[src/rtl/vga_pkg.sv]
// Shared timing defaults, receiver FSM states and the bounding-box record used by
// the VGA receive monitor and its accumulator.
package vga_pkg;
  localparam int          VGA_H_SYNC      = 96;
  localparam int          VGA_H_ACT_START = 144;
  localparam int          VGA_H_VALID     = 640;
  localparam int          VGA_H_TOTAL     = 800;
  localparam int          VGA_V_SYNC      = 2;
  localparam int          VGA_V_ACT_START = 35;
  localparam int          VGA_V_VALID     = 480;
  localparam int          VGA_V_TOTAL     = 525;
  localparam logic [11:0] VGA_BG_COLOR    = 12'hFFF;
  localparam logic        VGA_SYNC_POL    = 1'b1;

  localparam logic [9:0]  CNT_MAX = 10'h3FF;

  typedef enum logic [1:0] {SEARCH, MEASURE, LOCKED} vga_rx_state_e;

  typedef struct packed {
    logic [9:0]  x_start;
    logic [9:0]  x_end;
    logic [9:0]  y_start;
    logic [9:0]  y_end;
    logic [11:0] rgb;
    logic        found;
  } bbox_t;

  // Empty accumulator: min at top of range, max at bottom, so the first hit wins both.
  localparam bbox_t BBOX_INIT = '{x_start: CNT_MAX, x_end: 10'd0,
                                  y_start: CNT_MAX, y_end: 10'd0,
                                  rgb: 12'd0, found: 1'b0};

  function automatic logic [9:0] sat_inc(input logic [9:0] v);
    return (v == CNT_MAX) ? v : v + 10'd1;
  endfunction
endpackage

[src/rtl/vga_rx_bbox.sv]
// Per-frame min/max accumulator of non-background active pixels; publishes the box
// (or all zeros when nothing was found) at frame end and restarts.
module vga_rx_bbox
  import vga_pkg::*;
#(
  parameter logic [11:0] BG_COLOR = VGA_BG_COLOR
) (
  input  logic        clk,
  input  logic        rst,
  input  logic        ce,
  input  logic        pix_act,
  input  logic [9:0]  x,
  input  logic [9:0]  y,
  input  logic [11:0] pix_rgb,
  input  logic        frame_clr,
  input  logic        frame_end,
  output logic        found,
  output logic [9:0]  x_start,
  output logic [9:0]  x_end,
  output logic [9:0]  y_start,
  output logic [9:0]  y_end,
  output logic [11:0] box_rgb
);
  bbox_t acc, acc_nx, box;
  logic  hit;

  always_comb begin
    acc_nx = acc;
    hit    = ce && pix_act && (pix_rgb != BG_COLOR);
    if (hit) begin
      if (x < acc.x_start) acc_nx.x_start = x;
      if (x > acc.x_end)   acc_nx.x_end   = x;
      if (y < acc.y_start) acc_nx.y_start = y;
      if (y > acc.y_end)   acc_nx.y_end   = y;
      if (!acc.found) begin
        acc_nx.rgb   = pix_rgb;
        acc_nx.found = 1'b1;
      end
    end
  end

  // The pixel sitting in the input stage at the sync edge still belongs to the
  // ending frame, so it is merged before publishing.
  always_ff @(posedge clk) begin
    if (rst) begin
      acc <= BBOX_INIT;
      box <= '0;
    end else if (ce) begin
      if (frame_clr) begin
        acc <= BBOX_INIT;
        if (frame_end) box <= acc_nx.found ? acc_nx : '0;
      end else begin
        acc <= acc_nx;
      end
    end
  end

  assign found   = box.found;
  assign x_start = box.x_start;
  assign x_end   = box.x_end;
  assign y_start = box.y_start;
  assign y_end   = box.y_end;
  assign box_rgb = box.rgb;
endmodule

[src/rtl/vga_rx_monitor.sv]
// VGA sink: recovers raster position from sync edges, checks line/frame timing,
// tracks lock over consecutive clean frames and reports the per-frame character box.
module vga_rx_monitor
  import vga_pkg::*;
#(
  parameter int          H_SYNC      = VGA_H_SYNC,
  parameter int          H_ACT_START = VGA_H_ACT_START,
  parameter int          H_VALID     = VGA_H_VALID,
  parameter int          H_TOTAL     = VGA_H_TOTAL,
  parameter int          V_SYNC      = VGA_V_SYNC,
  parameter int          V_ACT_START = VGA_V_ACT_START,
  parameter int          V_VALID     = VGA_V_VALID,
  parameter int          V_TOTAL     = VGA_V_TOTAL,
  parameter logic [11:0] BG_COLOR    = VGA_BG_COLOR,
  parameter logic        SYNC_POL    = VGA_SYNC_POL
) (
  input  logic        sys_clk,
  input  logic        sys_rst,
  input  logic        pix_ce,
  input  logic        hsync,
  input  logic        vsync,
  input  logic [11:0] rgb,
  output logic        locked,
  output logic        timing_err,
  output logic        frame_done,
  output logic [9:0]  h_total_meas,
  output logic [9:0]  v_total_meas,
  output logic        char_found,
  output logic [9:0]  char_x_start,
  output logic [9:0]  char_x_end,
  output logic [9:0]  char_y_start,
  output logic [9:0]  char_y_end,
  output logic [11:0] char_rgb
);
  localparam logic [9:0] HT  = 10'(H_TOTAL);
  localparam logic [9:0] HS  = 10'(H_SYNC);
  localparam logic [9:0] VT  = 10'(V_TOTAL);
  localparam logic [9:0] VS  = 10'(V_SYNC);
  localparam logic [9:0] HA0 = 10'(H_ACT_START);
  localparam logic [9:0] HA1 = 10'(H_ACT_START + H_VALID - 1);
  localparam logic [9:0] VA0 = 10'(V_ACT_START);
  localparam logic [9:0] VA1 = 10'(V_ACT_START + V_VALID - 1);

  logic          hs_q, vs_q;
  logic [11:0]   rgb_q;
  logic [9:0]    h_cnt, v_cnt, h_nxt, v_nxt;
  logic          h_seen;
  vga_rx_state_e state, state_nxt;
  logic [1:0]    good_cnt, good_nxt;
  logic          frame_bad, bad_nxt;
  logic          h_lead, h_trail, v_lead, v_trail, h_sat, v_sat;
  logic          h_len_err, h_wid_err, v_len_err, v_wid_err, mismatch;
  logic          pix_act;
  logic [9:0]    pix_x, pix_y;

  // Edges are seen as the registered sync is about to change, so after the load
  // h_cnt/v_cnt index the very pixel held in rgb_q.
  always_comb begin
    h_lead  = pix_ce && (hsync == SYNC_POL) && (hs_q != SYNC_POL);
    h_trail = pix_ce && (hsync != SYNC_POL) && (hs_q == SYNC_POL);
    v_lead  = pix_ce && (vsync == SYNC_POL) && (vs_q != SYNC_POL);
    v_trail = pix_ce && (vsync != SYNC_POL) && (vs_q == SYNC_POL);

    h_nxt = h_lead ? 10'd0 : sat_inc(h_cnt);
    h_sat = pix_ce && !h_lead && (h_cnt == CNT_MAX);
    v_nxt = v_cnt;
    v_sat = 1'b0;
    if (v_lead) begin
      v_nxt = 10'd0;
    end else if (h_lead) begin
      v_nxt = sat_inc(v_cnt);
      v_sat = (v_cnt == CNT_MAX);
    end

    h_len_err = h_lead  && h_seen && ((h_cnt + 10'd1) != HT);
    h_wid_err = h_trail && h_seen && ((h_cnt + 10'd1) != HS);
    v_len_err = v_lead  && (state != SEARCH) && ((v_cnt + 10'd1) != VT);
    v_wid_err = v_trail && (state != SEARCH) && (v_nxt != VS);
    mismatch  = h_len_err || h_wid_err || v_len_err || v_wid_err || h_sat || v_sat;

    pix_act = (h_cnt >= HA0) && (h_cnt <= HA1) && (v_cnt >= VA0) && (v_cnt <= VA1);
    pix_x   = h_cnt - HA0;
    pix_y   = v_cnt - VA0;
  end

  always_ff @(posedge sys_clk) begin
    if (sys_rst) begin
      hs_q         <= ~SYNC_POL;
      vs_q         <= ~SYNC_POL;
      rgb_q        <= '0;
      h_cnt        <= '0;
      v_cnt        <= '0;
      h_seen       <= 1'b0;
      h_total_meas <= '0;
      v_total_meas <= '0;
      timing_err   <= 1'b0;
      frame_done   <= 1'b0;
    end else begin
      frame_done <= v_lead && (state != SEARCH);
      if (pix_ce) begin
        hs_q  <= hsync;
        vs_q  <= vsync;
        rgb_q <= rgb;
        h_cnt <= h_nxt;
        v_cnt <= v_nxt;
        if (h_lead) begin
          h_seen       <= 1'b1;
          h_total_meas <= h_cnt + 10'd1;
        end
        if (v_lead)   v_total_meas <= v_cnt + 10'd1;
        if (mismatch) timing_err   <= 1'b1;
      end
    end
  end

  // Mismatches flagged on the closing edge belong to the frame that just ended.
  always_comb begin
    state_nxt = state;
    good_nxt  = good_cnt;
    bad_nxt   = v_lead ? 1'b0 : (frame_bad || mismatch);
    case (state)
      SEARCH: begin
        if (v_lead) begin
          state_nxt = MEASURE;
          good_nxt  = 2'd0;
        end
      end
      MEASURE: begin
        if (v_lead) begin
          if (frame_bad || mismatch) begin
            good_nxt = 2'd0;
          end else if (good_cnt == 2'd1) begin
            good_nxt  = 2'd2;
            state_nxt = LOCKED;
          end else begin
            good_nxt = good_cnt + 2'd1;
          end
        end else if (mismatch) begin
          good_nxt = 2'd0;
        end
      end
      LOCKED: begin
        if (mismatch) begin
          state_nxt = MEASURE;
          good_nxt  = 2'd0;
        end
      end
      default: begin
        state_nxt = SEARCH;
        good_nxt  = 2'd0;
      end
    endcase
  end

  always_ff @(posedge sys_clk) begin
    if (sys_rst) begin
      state     <= SEARCH;
      good_cnt  <= 2'd0;
      frame_bad <= 1'b0;
    end else if (pix_ce) begin
      state     <= state_nxt;
      good_cnt  <= good_nxt;
      frame_bad <= bad_nxt;
    end
  end

  assign locked = (state == LOCKED);

  vga_rx_bbox #(
    .BG_COLOR (BG_COLOR)
  ) u_bbox (
    .clk       (sys_clk),
    .rst       (sys_rst),
    .ce        (pix_ce),
    .pix_act   (pix_act),
    .x         (pix_x),
    .y         (pix_y),
    .pix_rgb   (rgb_q),
    .frame_clr (v_lead),
    .frame_end (v_lead && (state != SEARCH)),
    .found     (char_found),
    .x_start   (char_x_start),
    .x_end     (char_x_end),
    .y_start   (char_y_start),
    .y_end     (char_y_end),
    .box_rgb   (char_rgb)
  );
endmodule
[config.mk]
export PLATFORM = sky130hd
export DESIGN_NAME = vga_rx_monitor
export DESIGN_NICKNAME = d
export VERILOG_FILES = /design/src/rtl/vga_pkg.sv /design/src/rtl/vga_rx_bbox.sv /design/src/rtl/vga_rx_monitor.sv
export SDC_FILE = /design/constraint.sdc
export NUM_CORES = 1
export LEC_CHECK = 0
export CAP_MARGIN = 20
export CORE_MARGIN = 2
export CORE_UTILIZATION = 53
export CTS_BUF_LIST = sky130_fd_sc_hd__clkbuf_8 sky130_fd_sc_hd__clkbuf_16
export DETAILED_ROUTE_END_ITERATION = 12
export PLACE_DENSITY = 0.76
export SLEW_MARGIN = 30
export SYNTH_ARGS = -nofsm -noshare
export SYNTH_HDL_FRONTEND = slang
export SYNTH_SLANG_ARGS = --single-unit
[constraint.sdc]
create_clock -name sys_clk -period 7.5 [get_ports sys_clk]
set_input_delay 1.875 -clock sys_clk [delete_from_list [all_inputs] [get_ports sys_clk]]
set_output_delay 1.875 -clock sys_clk [all_outputs]
set_load 0.03 [all_outputs]
==> metrics.csv, run 1 <==
metric,value,unit
gr ovfl total,0,
most frequent cells in the layout,"168 x dfxtp_1, 129 x nor2_1, 91 x clkdlybuf4s50_1, 84 x nand2_1, 67 x mux2i_1",
slowest CP cell,nand3b_1,
crit path DAT,5.03,ns
initial antenna violation count,0,
number of synthesis warnings,0,
ANT nets after route,0,
max cap viols,0,
RSZ-0062 raised after global routing,false,
vias in the first global route,6245,
synthesized area,8120,um2
Async SR Flop Fraction,0,%
Fin Setup TNS,0,ns
Pre-antenna DRT Iters,5,
"slowest stage delay, CP",0.47,ns
Clk pwr share,44.1,%
IO Count,93,
CP Max Fanout,27,
Power Density,208,nW/um2
All-Layer GR Usage,23.3,%
num rows,45,
Synth-to-Final Area Change,18.9,%
hpwl dp,12500,um
CP Data Required Time,7.83,ns
Sw Ratio,24.6,%
Avg Inst Size Synth,8.76,um2
drt total wl,18700,um
"Period Utilization, post-route",62.7,%
global-route wire length before repair,30400,um
CTS Buf Count,17,
vias,6664,
Die Wd,128,um
# DRC,0,
Fin Clk Skew,0.0103,ns
setup bufs post-CTS,0,
post-synth top area share,41.4,%
Final Hold Viols,0,
Cells after Synth,927,
CP endpoint kind,register,
CP Class,in -> reg,
Net Sw Power,0.494,mW
Hold Buf Count CTS,0,
worst vdd ir,0.166,mV
min-delay worst type,reg -> reg,
FF-to-FF setup slack,3.50,ns
final hold slack,0.448,ns
minimum clock period,4.70,ns
CP bufs+invs,2,
share of cells above drive strength 1,5.52,%
worst setup margin,2.80,ns
crit start category,primary input,
P_leak,3.80,nW
combinational power share,9.5,%
Clock Latency Late Sink,0.43,ns
core area,15100,um2
Layout Cells excl Fill,1184,
largest net degree at the start of global routing,48,
DR iter-0 viols,526,
final setup fails,0,
# diodes,0,
clk root buf,clkbuf_16,
Top Family by Delay on Critical Path,simple AND/OR/NAND/NOR gates,
clock-pin slew on the worst setup and hold paths,0.06,ns
CTS Buffer Depth,2,
DP Worst Slack,2.34,ns
maximum clock rate,0.213,GHz
syn nets,995,
H-tree depth,4,
Die Footprint,16300,um2
number of synthesized register bits,168,
number of nets in the layout,1052,
Port Buffers,92,
Final Slew Violations,0,
Final Util,64.0,%
register area share after synthesis,41.4,%
status,"finished, final reports clean",
"commonest non-fill, non-tap cell in the layout",dfxtp_1,
Wirelength per Cell,15.8,um
Initial Utilization,53.8,%
CTS tree,built,
Sequential Power Share,46.4,%
drt via density,5.63,
Internal,1.51,mW
crit-path cells,"clkdlybuf4s50_1, buf_4, nand3b_1, nor4_1, mux2_2, nor2_1, nor4bb_1, o221a_2, nand3_1, o32ai_1",
Slew @ Worst Pin,0.818,ns
synth unique cells,63,
CTS sink cnt,168,
DP Cell Count,1153,
Synth area leader,dfxtp_1,
CTS resizes,0,
Post-synth EDFFs,0,
Max-slew headroom,45.3,%
ranking of synthesized cells by area,"dfxtp_1 41%, mux2i_1 8.3%, ha_1 7.9%",
RD Place Congestion,0.939,
Die Span Y,128,um
main flop type after synthesis,dfxtp_1,
==> flip-flops by register name, indices dropped and copies added (netlist names), 10 cells and up <==
name	cells
u_bbox.y_start	10
u_bbox.x_start	10
v_total_meas	10
u_bbox.x_end	10
h_cnt	10
h_total_meas	10
u_bbox.y_end	10
u_bbox.box_rgb	12
u_bbox.acc	53
rgb_q	12
v_cnt	10
==> cells in the mapped netlist, types with 5 or more instances <==
master	count
a211oi_1	15
a21o_1	6
a21oi_1	43
a2bb2oi_1	32
a31oi_1	6
and2_1	5
buf_2	14
clkbuf_1	39
dfxtp_1	168
ha_1	51
inv_1	56
mux2i_1	67
nand2_1	84
nand2b_1	8
nand3_1	14
nand4_1	15
nor2_1	130
nor3_1	21
o21a_1	9
o21ai_0	20
o21ai_1	20
or3_1	6
xnor2_1	19
xor2_1	11
==> path summary, 6_finish.rpt <==
kind	start	endpoint	cells after the start
worst max-delay path	pix_ce	good_cnt[1]$_SDFFE_PP0P_	10
worst min-delay path	u_bbox.y_end[5]$_SDFFE_PP0P_	u_bbox.y_end[5]$_SDFFE_PP0P_	2
worst max register to register	v_cnt[0]$_SDFFE_PP0P_	u_bbox.y_end[2]$_SDFFE_PP0P_	12
worst min register to register	u_bbox.y_end[5]$_SDFFE_PP0P_	u_bbox.y_end[5]$_SDFFE_PP0P_	2
==> metrics by stage <==
step | cell area [um2] | total power, mW
finish | 9650 | 2.01
floorplan | 8120 | 1.08
global placement | 9040 | 1.14
CTS | 9650 | 2.02
detailed placement | 9050 | 1.14
global route | 9650 | 2.08
==> cells by family after synthesis <==
family                   share of synthesized area (%)
buffers and inverters                             6.33
AO/OA/AOI/OAI                                     15.1
adder cells (fa/ha/maj)                           7.86
AND/OR/NAND/NOR                                   17.2
flip-flops                                        41.4
multiplexers                                      8.85
XOR/XNOR                                          3.24
==> routing by layer <==
layer | share of wire [%] | vias up | GRT usage [%]
met4 | 1.3 | 0 | 8.34
met5 | 0 | - | 0
li1 | - | 3310 | -
met1 | 49 | 3107 | 32.3
met3 | 6.5 | 19 | 5.88
met2 | 44 | 228 | 35.2
==> power by group through the flow <==
stage / Clock [mW] / Combinational (mW) / Sequential [mW]
detailed placement: 0 / 0.188 / 0.950
finish: 0.885 / 0.191 / 0.931
CTS: 0.897 / 0.190 / 0.931
global route: 0.937 / 0.210 / 0.933
global placement: 0 / 0.188 / 0.950
floorplan: 0 / 0.120 / 0.960
==> final cells by class <==
type,instances,area (um2)
Fill cell,1262,5440
Multi-Input combinational cell,640,4270
Clock buffer,18,439
Tap cell,188,235
Sequential cell,168,3360
Inverter,56,210
Clock inverter,13,155
Timing Repair Buffer,101,983
==> tightest hold or removal path: cells and delay by family (launching register included) <==
family / cells / cell delay, ns
simple gates: 1 / 0.05
compound gates: 1 / 0.05
flops: 1 / 0.31
Note: power is estimated with default switching activity, not from simulation.
==> inputs of run 2 (changes only) <==
clock period = 4.4 ns   (was 7.5 ns; I/O delays follow)
==> run 2 against run 1 <==
Wire length shrank 0.29%. Cell count increased by 1.1%. Sequential share of layout area decreased by 0.39 points. Largest power group is now the clock network. Worst setup slack got worse by 2.2 ns. Flip-flop and latch count unchanged. Combinational power rose by 74%. Clock power increased by 81%. Non-clock buffer count up 12. Via count is essentially flat. Register-to-register slack got worse by 2.9 ns.
==> metrics.csv, run 2 (same netlist as run 1, synthesis figures left out) <==
metric,value,unit
Hold Buf Count CTS,0,
worst setup margin,0.591,ns
Layout Cells excl Fill,1197,
minimum clock period,3.81,ns
Clock Latency Late Sink,0.43,ns
Fin Setup TNS,0,ns
status,"finished, final reports clean",
num rows,45,
Top reg by flops,u_bbox.acc,
crit-path cells,"ha_1, o41ai_1, xor2_1, ha_1, o21a_1, o211ai_1, nor2_1, nor4b_2, buf_4, mux2i_1, a2bb2oi_1, nor2_1",
# diodes,0,
most frequent cells in the layout,"168 x dfxtp_1, 130 x nor2_1, 91 x clkdlybuf4s50_1, 84 x nand2_1, 67 x mux2i_1",
vias in the first global route,6310,
vias,6659,
# DRC,0,
Die Wd,128,um
Net Sw Power,0.866,mW
Synth-to-Final Area Change,20.2,%
Wirelength per Cell,15.5,um
combinational power share,9.4,%
Initial Utilization,53.8,%
RD Place Congestion,0.946,
"commonest non-fill, non-tap cell in the layout",dfxtp_1,
"Cell Area, Placed",9130,um2
Hold Path Depth,2,
Max-slew headroom,45.6,%
WL met1,9080,um
Clk pwr share,45.5,%
worst vdd ir,0.265,mV
Port Buffers,92,
Internal,2.65,mW
RSZ-0062 raised after global routing,false,
Die Footprint,16300,um2
max cap viols,0,
largest net degree at the start of global routing,65,
Fin Clk Skew,0.0123,ns
Die Span Y,128,um
Hold Path Sink,u_bbox.x_end[1]$_SDFFE_PP0P_,
initial antenna violation count,0,
"Period Utilization, post-route",86.6,%
CTS Buf Count,17,
All-Layer GR Usage,23.7,%
FF-to-FF setup slack,0.59,ns
max reg flops,53,
slowest CP cell,o41ai_1,
CTS Buffer Depth,2,
P_leak,3.86,nW
drt via density,5.56,
hold path start,u_bbox.x_end[1]$_SDFFE_PP0P_,
"Design Area, Final",9760,um2
Sw Ratio,24.6,%
DR iter-0 viols,437,
clk root buf,clkbuf_16,
met3 routed WL,1030,um
CTS resizes,0,
number of nets in the layout,1064,
crit path DAT,4.11,ns
CP Class,reg -> reg,
FF-to-FF Start,v_cnt[1]$_SDFFE_PP0P_,
core area,15100,um2
DP Worst Slack,0.457,ns
H-tree depth,4,
Slew @ Worst Pin,0.810,ns
clock-pin slew on the worst setup and hold paths,0.06,ns
hpwl dp,12700,um
min-delay worst type,reg -> reg,
DR top layer,met4,
CP Data Required Time,4.70,ns
Sequential Power Share,45.0,%
maximum clock rate,0.263,GHz
"slowest stage delay, CP",0.57,ns
IO Count,93,
DP Cell Count,1165,
share of cells above drive strength 1,6.74,%
Worst R2R End,u_bbox.y_start[1]$_SDFFE_PP0P_,
CP Max Fanout,9,
routed wl met2,8220,um
gr ovfl total,0,
Final Slew Violations,0,
Pre-antenna DRT Iters,5,
Reg2Reg Depth,12,
global-route wire length before repair,31200,um
final hold slack,0.447,ns
setup bufs post-CTS,0,
drt total wl,18600,um
CTS sink cnt,168,
CP endpoint kind,register,
CP bufs+invs,1,
crit start category,register,
final setup fails,0,
Top Family by Delay on Critical Path,compound AO/OA/AOI/OAI gates,
Power Density,360,nW/um2
Final Hold Viols,0,
CTS tree,built,
ANT nets after route,0,
-- run 2: power by group through the flow --
stage	clock [mW]	sequential, mW	combinational [mW]
floorplan	0	1.64	0.204
global placement	0	1.62	0.326
detailed placement	0	1.62	0.329
CTS	1.62	1.58	0.332
global route	1.69	1.59	0.367
finish	1.60	1.58	0.332
-- run 2: area by class of cell --
class                      instances  area (um2)
sequential                       168        3360
clock buffer                      18         439
multi-input combinational        640        4250
tap                              188         235
inverter                          56         210
clock inverter                    14         194
fill                            1298        5330
timing repair buffer             113        1070
-- run 2: layer usage --
metal,GRT usage (%),vias up
li1,-,3325
met1,32.6,3142
met2,36.6,169
met3,5.80,23
met5,0,-
met4,8.14,0
-- run 2: stage by stage --
stage                     power (mW)  util [%]
after floorplan                 1.84         -
after global placement          1.94      60.5
after detailed placement        1.95      60.5
after CTS                       3.54      64.7
after global routing            3.64      64.7
final                           3.52      64.7
-- run 2: how the worst max path moves through the flow --
stage                                      from  slack, ns  depth (start not counted)                        endpoint
after floorplan           v_cnt[1]$_SDFFE_PP0P_       1.26                         13  u_bbox.y_start[6]$_SDFFE_PP0P_
after global placement                   pix_ce       0.52                          9        good_cnt[1]$_SDFFE_PP0P_
after detailed placement                 pix_ce       0.46                          9           state[0]$_SDFFE_PP0P_
after CTS                 v_cnt[1]$_SDFFE_PP0P_       0.60                         12  u_bbox.y_start[9]$_SDFFE_PP0P_
after global routing      v_cnt[1]$_SDFFE_PP0P_       0.33                         12  u_bbox.y_start[1]$_SDFFE_PP0P_
final                     v_cnt[1]$_SDFFE_PP0P_       0.59                         12  u_bbox.y_start[1]$_SDFFE_PP0P_
-- run 2: tightest hold or removal path, stage by stage, from the launching register on --
cell     delay (ns)
dfxtp_1        0.31
nand2_1        0.05
o21ai_1        0.05
==> inputs of run 3 (changes only) <==
clock period = 4.1 ns   (was 4.4 ns; I/O delays follow)
==> run 3 against run 2 <==
Sequential share of layout area increased by 0.080 points. Maximum frequency increased by 1.4%. Worst setup slack got worse by 0.25 ns. Largest power group is now registers. Non-clock buffer count increased by 1. Sequential power increased by 8%. Highest routed layer unchanged. Clock skew decreased by 0.0066 ns. Worst hold slack improved by 0.0028 ns.
==> metrics.csv, run 3 (same netlist as run 1, synthesis figures left out) <==
metric,value,unit
FF-to-FF setup slack,0.34,ns
final hold slack,0.450,ns
Max-slew headroom,48.8,%
min-delay worst type,reg -> reg,
max cap viols,0,
RD Place Congestion,0.941,
final setup fails,0,
Tot Pwr,3.69,mW
share of cells above drive strength 1,6.83,%
drt via density,5.55,
global-route wire length before repair,30600,um
Hold Path Sink,u_bbox.x_end[4]$_SDFFE_PP0P_,
All-Layer GR Usage,23.5,%
CP Max Fanout,9,
gr ovfl total,0,
clk root buf,clkbuf_16,
CTS resizes,0,
largest net degree at the start of global routing,47,
Multi-input gate area,4250,um2
Slew @ Worst Pin,0.768,ns
CTS Buffer Depth,2,
"commonest non-fill, non-tap cell in the layout",dfxtp_1,
hpwl dp,13000,um
FF-to-FF Start,v_cnt[0]$_SDFFE_PP0P_,
hold path start,u_bbox.x_end[4]$_SDFFE_PP0P_,
register area,3360,um2
max reg flops,53,
Initial Utilization,53.8,%
clock-pin slew on the worst setup and hold paths,0.07,ns
core area,15100,um2
Clock Latency Late Sink,0.43,ns
CP Data Required Time,4.40,ns
setup bufs post-CTS,0,
Power Density,379,nW/um2
H-tree depth,4,
maximum clock rate,0.266,GHz
Die Wd,128,um
Port Buffers,92,
Die Span Y,128,um
# diodes,0,
most frequent cells in the layout,"168 x dfxtp_1, 130 x nor2_1, 91 x clkdlybuf4s50_1, 84 x nand2_1, 67 x mux2i_1",
DR iter-0 viols,388,
Final Util,64.6,%
CTS sink cnt,168,
CP endpoint kind,register,
number of nets in the layout,1065,
initial antenna violation count,0,
Reg2Reg Depth,12,
CTS tree,built,
Die Footprint,16300,um2
worst vdd ir,0.318,mV
"Period Utilization, post-route",91.6,%
minimum clock period,3.76,ns
Layout fillers,1290,
ANT nets after route,0,
vias,6652,
Wirelength per Cell,15.4,um
Synth-to-Final Area Change,20.0,%
Fin Clk Skew,0.00571,ns
num rows,45,
Pre-antenna DRT Iters,5,
Top reg by flops,u_bbox.acc,
crit path DAT,4.06,ns
Worst R2R End,u_bbox.y_start[8]$_SDFFE_PP0P_,
crit start category,register,
vias in the first global route,6320,
CP Class,reg -> reg,
Final Slew Violations,0,
Final Hold Viols,0,
P_leak,3.85,nW
IO Count,93,
Fin Setup TNS,0,ns
Hold Path Depth,2,
CTS Buf Count,17,
# DRC,0,
Hold Buf Count CTS,0,
drt total wl,18500,um
RSZ-0062 raised after global routing,false,
status,"finished, final reports clean",
run 3: cell types whose count changed in the layout (fill, tap and decap cells not counted), sizes merged:
cell | previous run | this run
clkinv | 1 | 4
buf | 22 | 23
bufinv | 4 | 3
clkbuf | 18 | 17
inv | 61 | 60
run 3: layout make-up:
| cell class | instances | share of cell area, % |
|---|---|---|
| Clock buffer | 17 | 4.37 |
| Clock inverter | 15 | 1.82 |
| Inverter | 56 | 2.16 |
| Multi-Input combinational cell | 640 | 43.6 |
| Sequential cell | 168 | 34.5 |
| Tap cell | 188 | 2.41 |
| Timing Repair Buffer | 114 | 11.1 |
run 3: through the flow:
step	setup WS (ns)	cell area [um2]	std cells
2_1_floorplan	0.955	8120	927
3_3_place_gp	0.447	9140	1166
3_5_place_dp	0.376	9140	1166
4_1_cts	0.370	9740	1198
5_1_grt	0.0733	9740	1198
6_report	0.343	9740	1198
run 3: worst max-delay path by stage:
stage / start / slack (ns) / to / cells past startpoint
final: v_cnt[0]$_SDFFE_PP0P_ / 0.34 / u_bbox.y_start[8]$_SDFFE_PP0P_ / 12
after global routing: v_cnt[1]$_SDFFE_PP0P_ / 0.07 / u_bbox.y_start[8]$_SDFFE_PP0P_ / 12
after CTS: v_cnt[0]$_SDFFE_PP0P_ / 0.37 / u_bbox.y_start[8]$_SDFFE_PP0P_ / 12
after detailed placement: pix_ce / 0.38 / good_cnt[1]$_SDFFE_PP0P_ / 9
after global placement: v_cnt[1]$_SDFFE_PP0P_ / 0.45 / u_bbox.y_start[8]$_SDFFE_PP0P_ / 12
after floorplan: v_cnt[1]$_SDFFE_PP0P_ / 0.96 / u_bbox.y_start[6]$_SDFFE_PP0P_ / 13
run 3: where the power goes:
group	internal (mW)	switching, mW
logic	0.136	0.222
registers	1.67	0.0295
clock network	0.960	0.673
total	2.77	0.925
run 3: critical path: stages (launching register included):
cell and delay, ns:
dfxtp_1 0.39, ha_1 0.35, o41ai_1 0.57, xor2_1 0.44
ha_1 0.32, o21a_1 0.19, o211ai_1 0.20, nor2_1 0.09
nor4b_2 0.29, buf_4 0.21, mux2i_1 0.32, a2bb2oi_1 0.21
nor2_1 0.05
run 3: metal layers:
layer	vias up	global-route usage [%]	share of wire [%]
li1	3326	-	-
met1	3118	31.5	48
met2	180	36.3	44
met3	28	6.64	5.8
met4	0	8.73	2.0
met5	-	0	0
